$ cat src/rtl/wr_dest_sched.sv
// wr_dest_sched
//   Destination-register select for the multicycle datapath, extended with a
//   DEPTH-stage in-flight write pipeline and a per-register pending-write
//   scoreboard used to detect read-after-write hazards at issue.
//
// Ports
//   clk        rising-edge clock
//   reset      synchronous, active-low reset (0 = reset)
//   selector   destination select: 00 rt, 01 SP_IDX, 10 RA_IDX, 11 rd
//   rt_idx     instruction[20:16]
//   rd_idx     instruction[15:11]
//   issue      request to launch an instruction that writes a register
//   src_a      first source index to check (rs)
//   src_b      second source index to check (rt)
//   flush      discard all in-flight writes
//   dest_idx   combinational selected destination
//   hazard     combinational; a nonzero source has a pending write
//   issue_ack  combinational; issue & ~hazard & ~flush
//   wb_valid   registered; write-back slot valid this cycle
//   wb_idx     registered; destination index of the write-back slot
//   busy       registered; any register has a pending write
module wr_dest_sched #(
  parameter int ADDR_W = 5,
  parameter int SP_IDX = 29,
  parameter int RA_IDX = 31,
  parameter int DEPTH  = 3,
  parameter int CNT_W  = 2
) (
  input  logic              clk,
  input  logic              reset,
  input  logic [1:0]        selector,
  input  logic [ADDR_W-1:0] rt_idx,
  input  logic [ADDR_W-1:0] rd_idx,
  input  logic              issue,
  input  logic [ADDR_W-1:0] src_a,
  input  logic [ADDR_W-1:0] src_b,
  input  logic              flush,
  output logic [ADDR_W-1:0] dest_idx,
  output logic              hazard,
  output logic              issue_ack,
  output logic              wb_valid,
  output logic [ADDR_W-1:0] wb_idx,
  output logic              busy
);

  localparam int NREG = 1 << ADDR_W;

  function automatic logic [ADDR_W-1:0] sel_dest(input logic [1:0]        sel,
                                                 input logic [ADDR_W-1:0] rt,
                                                 input logic [ADDR_W-1:0] rd);
    logic [ADDR_W-1:0] r;
    case (sel)
      2'b00:   r = rt;
      2'b01:   r = ADDR_W'(SP_IDX);
      2'b10:   r = ADDR_W'(RA_IDX);
      default: r = rd;
    endcase
    return r;
  endfunction

  logic              vld_p [DEPTH];
  logic [ADDR_W-1:0] idx_p [DEPTH];
  logic [CNT_W-1:0]  cnt     [NREG];
  logic [CNT_W-1:0]  cnt_nxt [NREG];
  logic              busy_q;
  logic              hz_a;
  logic              hz_b;
  logic              acc_nz;
  logic              any_nxt;

  assign dest_idx  = sel_dest(selector, rt_idx, rd_idx);
  assign hz_a      = (src_a != '0) && (cnt[src_a] != '0);
  assign hz_b      = (src_b != '0) && (cnt[src_b] != '0);
  assign hazard    = hz_a | hz_b;
  assign issue_ack = issue & ~hazard & ~flush;
  // Writes to $zero are acknowledged but never tracked or written back.
  assign acc_nz    = issue_ack && (dest_idx != '0);

  assign wb_valid = vld_p[DEPTH-1];
  assign wb_idx   = idx_p[DEPTH-1];
  assign busy     = busy_q;

  // Scoreboard next state: +1 on accepted issue, -1 as a write-back retires.
  // A same-index increment and decrement at one edge cancel out.
  always_comb begin
    any_nxt = 1'b0;
    for (int i = 0; i < NREG; i++) begin
      cnt_nxt[i] = '0;
      if (i != 0 && !flush) begin
        cnt_nxt[i] = cnt[i]
                   + CNT_W'(acc_nz && (dest_idx == ADDR_W'(i)))
                   - CNT_W'(wb_valid && (wb_idx == ADDR_W'(i)));
      end
      if (cnt_nxt[i] != '0) any_nxt = 1'b1;
    end
  end

  // Stage p0 .. p[DEPTH-1]: in-flight writes shift one stage per cycle
  always_ff @(posedge clk) begin
    if (!reset) begin
      for (int i = 0; i < DEPTH; i++) begin
        vld_p[i] <= 1'b0;
        idx_p[i] <= '0;
      end
    end else if (flush) begin
      for (int i = 0; i < DEPTH; i++) begin
        vld_p[i] <= 1'b0;
        idx_p[i] <= '0;
      end
    end else begin
      vld_p[0] <= acc_nz;
      idx_p[0] <= acc_nz ? dest_idx : '0;
      for (int i = 1; i < DEPTH; i++) begin
        vld_p[i] <= vld_p[i-1];
        idx_p[i] <= idx_p[i-1];
      end
    end
  end

  // Scoreboard and busy register; busy tracks the counters' next state
  always_ff @(posedge clk) begin
    if (!reset) begin
      for (int i = 0; i < NREG; i++) cnt[i] <= '0;
      busy_q <= 1'b0;
    end else begin
      for (int i = 0; i < NREG; i++) cnt[i] <= cnt_nxt[i];
      busy_q <= any_nxt;
    end
  end

endmodule

$ cat config.mk
export PLATFORM = sky130hd
export DESIGN_NAME = wr_dest_sched
export DESIGN_NICKNAME = d
export VERILOG_FILES = /design/src/rtl/wr_dest_sched.sv
export SDC_FILE = /design/constraint.sdc
export NUM_CORES = 1
export LEC_CHECK = 0
export CAP_MARGIN = 30
export CORE_ASPECT_RATIO = 1.75
export CORE_MARGIN = 3
export CORE_UTILIZATION = 55
export CTS_BUF_LIST = sky130_fd_sc_hd__clkbuf_8
export DETAILED_ROUTE_END_ITERATION = 10
export HOLD_SLACK_MARGIN = 0.05
export PLACE_DENSITY_LB_ADDON = 0.05
export SLEW_MARGIN = 10
export SYNTH_ARGS = -nofsm -noshare
export SYNTH_HDL_FRONTEND = slang
export SYNTH_SLANG_ARGS = --single-unit
$ cat constraint.sdc
create_clock -name clk -period 3.8 [get_ports clk]
set_clock_uncertainty 0.05 [all_clocks]
set_input_delay 0.76 -clock clk [delete_from_list [all_inputs] [get_ports clk]]
set_output_delay 0.76 -clock clk [all_outputs]
set_load 0.005 [all_outputs]
==> results.md <==
* Layout area overhead at 31.5%
* Crit path largest cell delay at roughly 0.36 ns
* Worst hold slack at roughly 0.47 ns
* Least-Margin Pin Slew at around 0.55 ns
* Initial DRC Count at around 360
* Top Family by Delay on Critical Path: simple AND/OR/NAND/NOR gates
* Power share of the combinational group at 21.1%
* Fillers at approximately 730
* First-pass DRT Iterations at 5
* Worst path slowest cell: nor4_1
* Pin count of the biggest net entering global routing at 44
* Max Cap Violations at 0
* Slew margin rel. at ~63%
* Remaining Overflow, GRT at 0
* # H-tree levels at 3
* ANT cells at 0
* Max-slew violations at 0
* Cell area after synthesis at 0.00553 mm^2
* Vias per cell at 5.65
* Synth warn at 0
* Failing checks: setup timing
* Critical Path End Type: flop
* Fin area at between 0.007 and 0.008 mm^2
* Run status: finished with violations
* Initial antenna violation count at 0
* Buf+Inv Stages, Crit Path at 6
* Post-synth EDFFs at 18
* DP HPWL at between 10000 and 15000 um
* Final setup violation count at 1
* Part of the cycle the worst path needs at 101%
* DR DRC count at 0
* Crit Path Max Fanout at 7
* Post-synthesis sequential area ratio at between 30% and 40%
* Starting Density at 57.3%
* Maximum clock rate at 262 MHz
* Worst Path Required at 3.99 ns
* Class of the worst hold path: flop to flop
* Cell chosen for the clock root: clkbuf_8
* Vias in the first global route at about 5000
* Setup crit start kind: input port
* CP arrival at roughly 4 ns
* Sequential Power Share at between 40% and 50%
* Area leader, netlist: dfxtp_1
* Gr usage total at ~29%
* Clock power share at roughly 32%
* CTS buffer count at 9
* Cells after Synth at between 600 and 700
* Place WS at -1.06 ns
* Ys flop type: dfxtp_1
* DP Area at 0.00659 mm^2
* Minimum clock period at about 3.8 ns
* Clock Sinks at slightly above 80
* Final Wtd Congestion at ~0.99
* Total Die Area at 0.0113 mm^2
* Internal Power at 0.00139 W
* WS Path Type: input port to flop
* CTS tree: done
* Max Buffers Root-to-Sink at 2
* Layout cells sized above 1 at 23.1%
* Peak VDD IR at roughly 300 uV
* NetSw at 0.000553 W
* Die Y at roughly 140 um
* Post-route setup slack at -0.0222 ns
* Routed WL at approximately 17000 um
* Top cells by area, synth: dfxtp_1 (23%), ha_1 (15%), edfxtp_1 (9.8%)
* Sw Share at between 20% and 30%
* Pleak at between 3 and 4 nW
* Cell mode on critical path: buf_4
* Port buffer count at 39
* Pwr per Cell Area at between 200 and 300 mW/mm^2
* Fraction of registers with async set/reset at 0%
* Fin. Hold Viols at 0
* I/O pin cnt at 40
* First-pass GRT wire length at 24500 um
* Top-area cell type share of the netlist area at a little under a quarter
* DIE WIDTH at approximately 82 um
* Routed vias at a little over 5000
* Row Count at between 40 and 50
* Worst-Skew Late Latency at between 0.3 and 0.4 ns
* Yosys cell types at 47
* Yosys reg bits at slightly above 80
* CTS clock-pin slew for the worst setup and hold paths at about 0.080 ns
* Worst-path cell chain: buf_4 > buf_4 > nand2b_4 > nor3_4 > nor4_2 > a211o_1 > a21o_1 > buf_12 > buf_4 > buf_4 > nor4_1 > ha_1 > nor4_1 > buf_4 > nand4_1 > nor3_1 > a31oi_1
* Post-DRT Antenna Nets at 0
* Reg area at about 0.0018 mm^2
* Post-Syn Area per Cell at between 8 and 9 um^2
* Multi-input combinational cell area at about 0.0037 mm^2
* Net count, final at 860
* WL/cell at about 19 um
* CORE AREA at slightly below 0.01 mm^2
layer usage:
layer / global-route usage [%] / routed length [um] / part of all wire (%)
met2: 53.0 / 8930 / 53
met1: 31.2 / 6010 / 36
met4: 17.1 / 1090 / 6.5
met3: 3.97 / 697 / 4.2
met5: 0 / 0 / 0
power by group through the flow:
stage | Clock, W | Sequential [W] | Combinational (W)
after floorplan | 0 | 0.000920 | 0.000175
after global placement | 0 | 0.000922 | 0.000338
after detailed placement | 0 | 0.000923 | 0.000345
after CTS | 0.000630 | 0.000903 | 0.000363
after global routing | 0.000668 | 0.000905 | 0.000433
final | 0.000627 | 0.000903 | 0.000408
cells by family after synthesis:
group	count (synthesis)	synth area share, %
and+or+nand+nor	280	26.4
buffers and inverters	101	8.54
DFF	81	32.6
adders and majority gates	65	14.7
xor gates and xnor gates	62	9.83
AOI/OAI and AO/OA	46	5.37
muxes	6	2.45
other	1	0.0679
cell usage after synthesis, types with 7 or more instances:
| cell type | count |
|---|---|
| nor2_1 | 88 |
| inv_1 | 69 |
| ha_1 | 65 |
| dfxtp_1 | 63 |
| and2_1 | 45 |
| nor4_1 | 42 |
| xnor2_1 | 31 |
| xor2_1 | 31 |
| nand2_1 | 26 |
| nor3_1 | 22 |
| edfxtp_1 | 18 |
| a21oi_1 | 14 |
| clkbuf_1 | 14 |
| nand4_1 | 13 |
| nand3_1 | 12 |
| nand2b_1 | 9 |
| o21ai_0 | 8 |
| nor2b_1 | 7 |
sequential cells by signal (all words and copies together) (netlist names):
name and flops:
idx_p 15, busy 1, cnt 62, vld_p 3
cell usage in the layout, fill, tap and decap left out, types with 4 or more instances in the layout:
master,count
a211o_1,5
a21oi_1,14
and2_1,44
buf_4,83
buf_6,5
clkbuf_8,9
clkdlybuf4s50_1,26
conb_1,18
dfxtp_1,63
dlygate4sd2_1,4
dlymetal6s2s_1,5
edfxtp_1,18
ha_1,59
ha_4,4
inv_1,68
mux4_2,6
nand2_1,25
nand2b_1,7
nand3_1,11
nand4_1,13
nor2_1,86
nor2b_1,6
nor3_1,16
nor3_2,5
nor4_1,19
nor4_2,19
nor4_4,6
o211ai_1,4
o21ai_0,7
xnor2_1,28
xor2_1,25
xor2_2,6
timing repair:
item / in CTS / in global routing
resized for setup: 39 / 65
pin swaps: 7 / 31
hold buffers: 0 / 0
buffers inserted: 4 / 5
endpoints found under the setup margin: 6 / 1
through the flow:
step | std cells | power (W) | TNS, ns | utilization [%]
finish | 896 | 0.00194 | -0.0222 | 75.4
global route | 896 | 0.00201 | -0.116 | 75.4
CTS | 892 | 0.00190 | -0.0165 | 71.7
detailed placement | 872 | 0.00127 | -10.09 | 68.3
global placement | 872 | 0.00126 | -7.29 | 68.3
floorplan | 659 | 0.00110 | 0 | -
worst register-to-register path: stages, from the launching register on:
cell and delay, ns:
dfxtp_1 0.35, nor2_1 0.22, a211oi_1 0.12, a211o_1 0.27, a211o_1 0.32, a21o_1 0.21, buf_12 0.15, buf_4 0.15
buf_4 0.15, nor4_1 0.36, ha_1 0.32, nor4_1 0.26, buf_4 0.15, nand4_1 0.15, nor3_1 0.24, a31oi_1 0.13
path summary, 6_finish.rpt:
check	slack, ns	endpoint	startpoint	cells past startpoint
min	0.47	vld_p[0][2]	vld_p[0][1]	1
max	-0.02	busy	src_a[0]	17
max reg2reg	0.07	busy	cnt[3][1]	15
min reg2reg	0.47	vld_p[0][2]	vld_p[0][1]	1
layout make-up:
type | count | area share, %
Sequential cell | 81 | 24.8
Tap cell | 122 | 2.10
Multi-Input combinational cell | 477 | 51.3
Timing Repair Buffer | 131 | 15.7
Inverter | 69 | 3.56
Clock buffer | 9 | 1.70
Clock inverter | 7 | 0.861
Note: power is estimated with default switching activity, not from simulation.
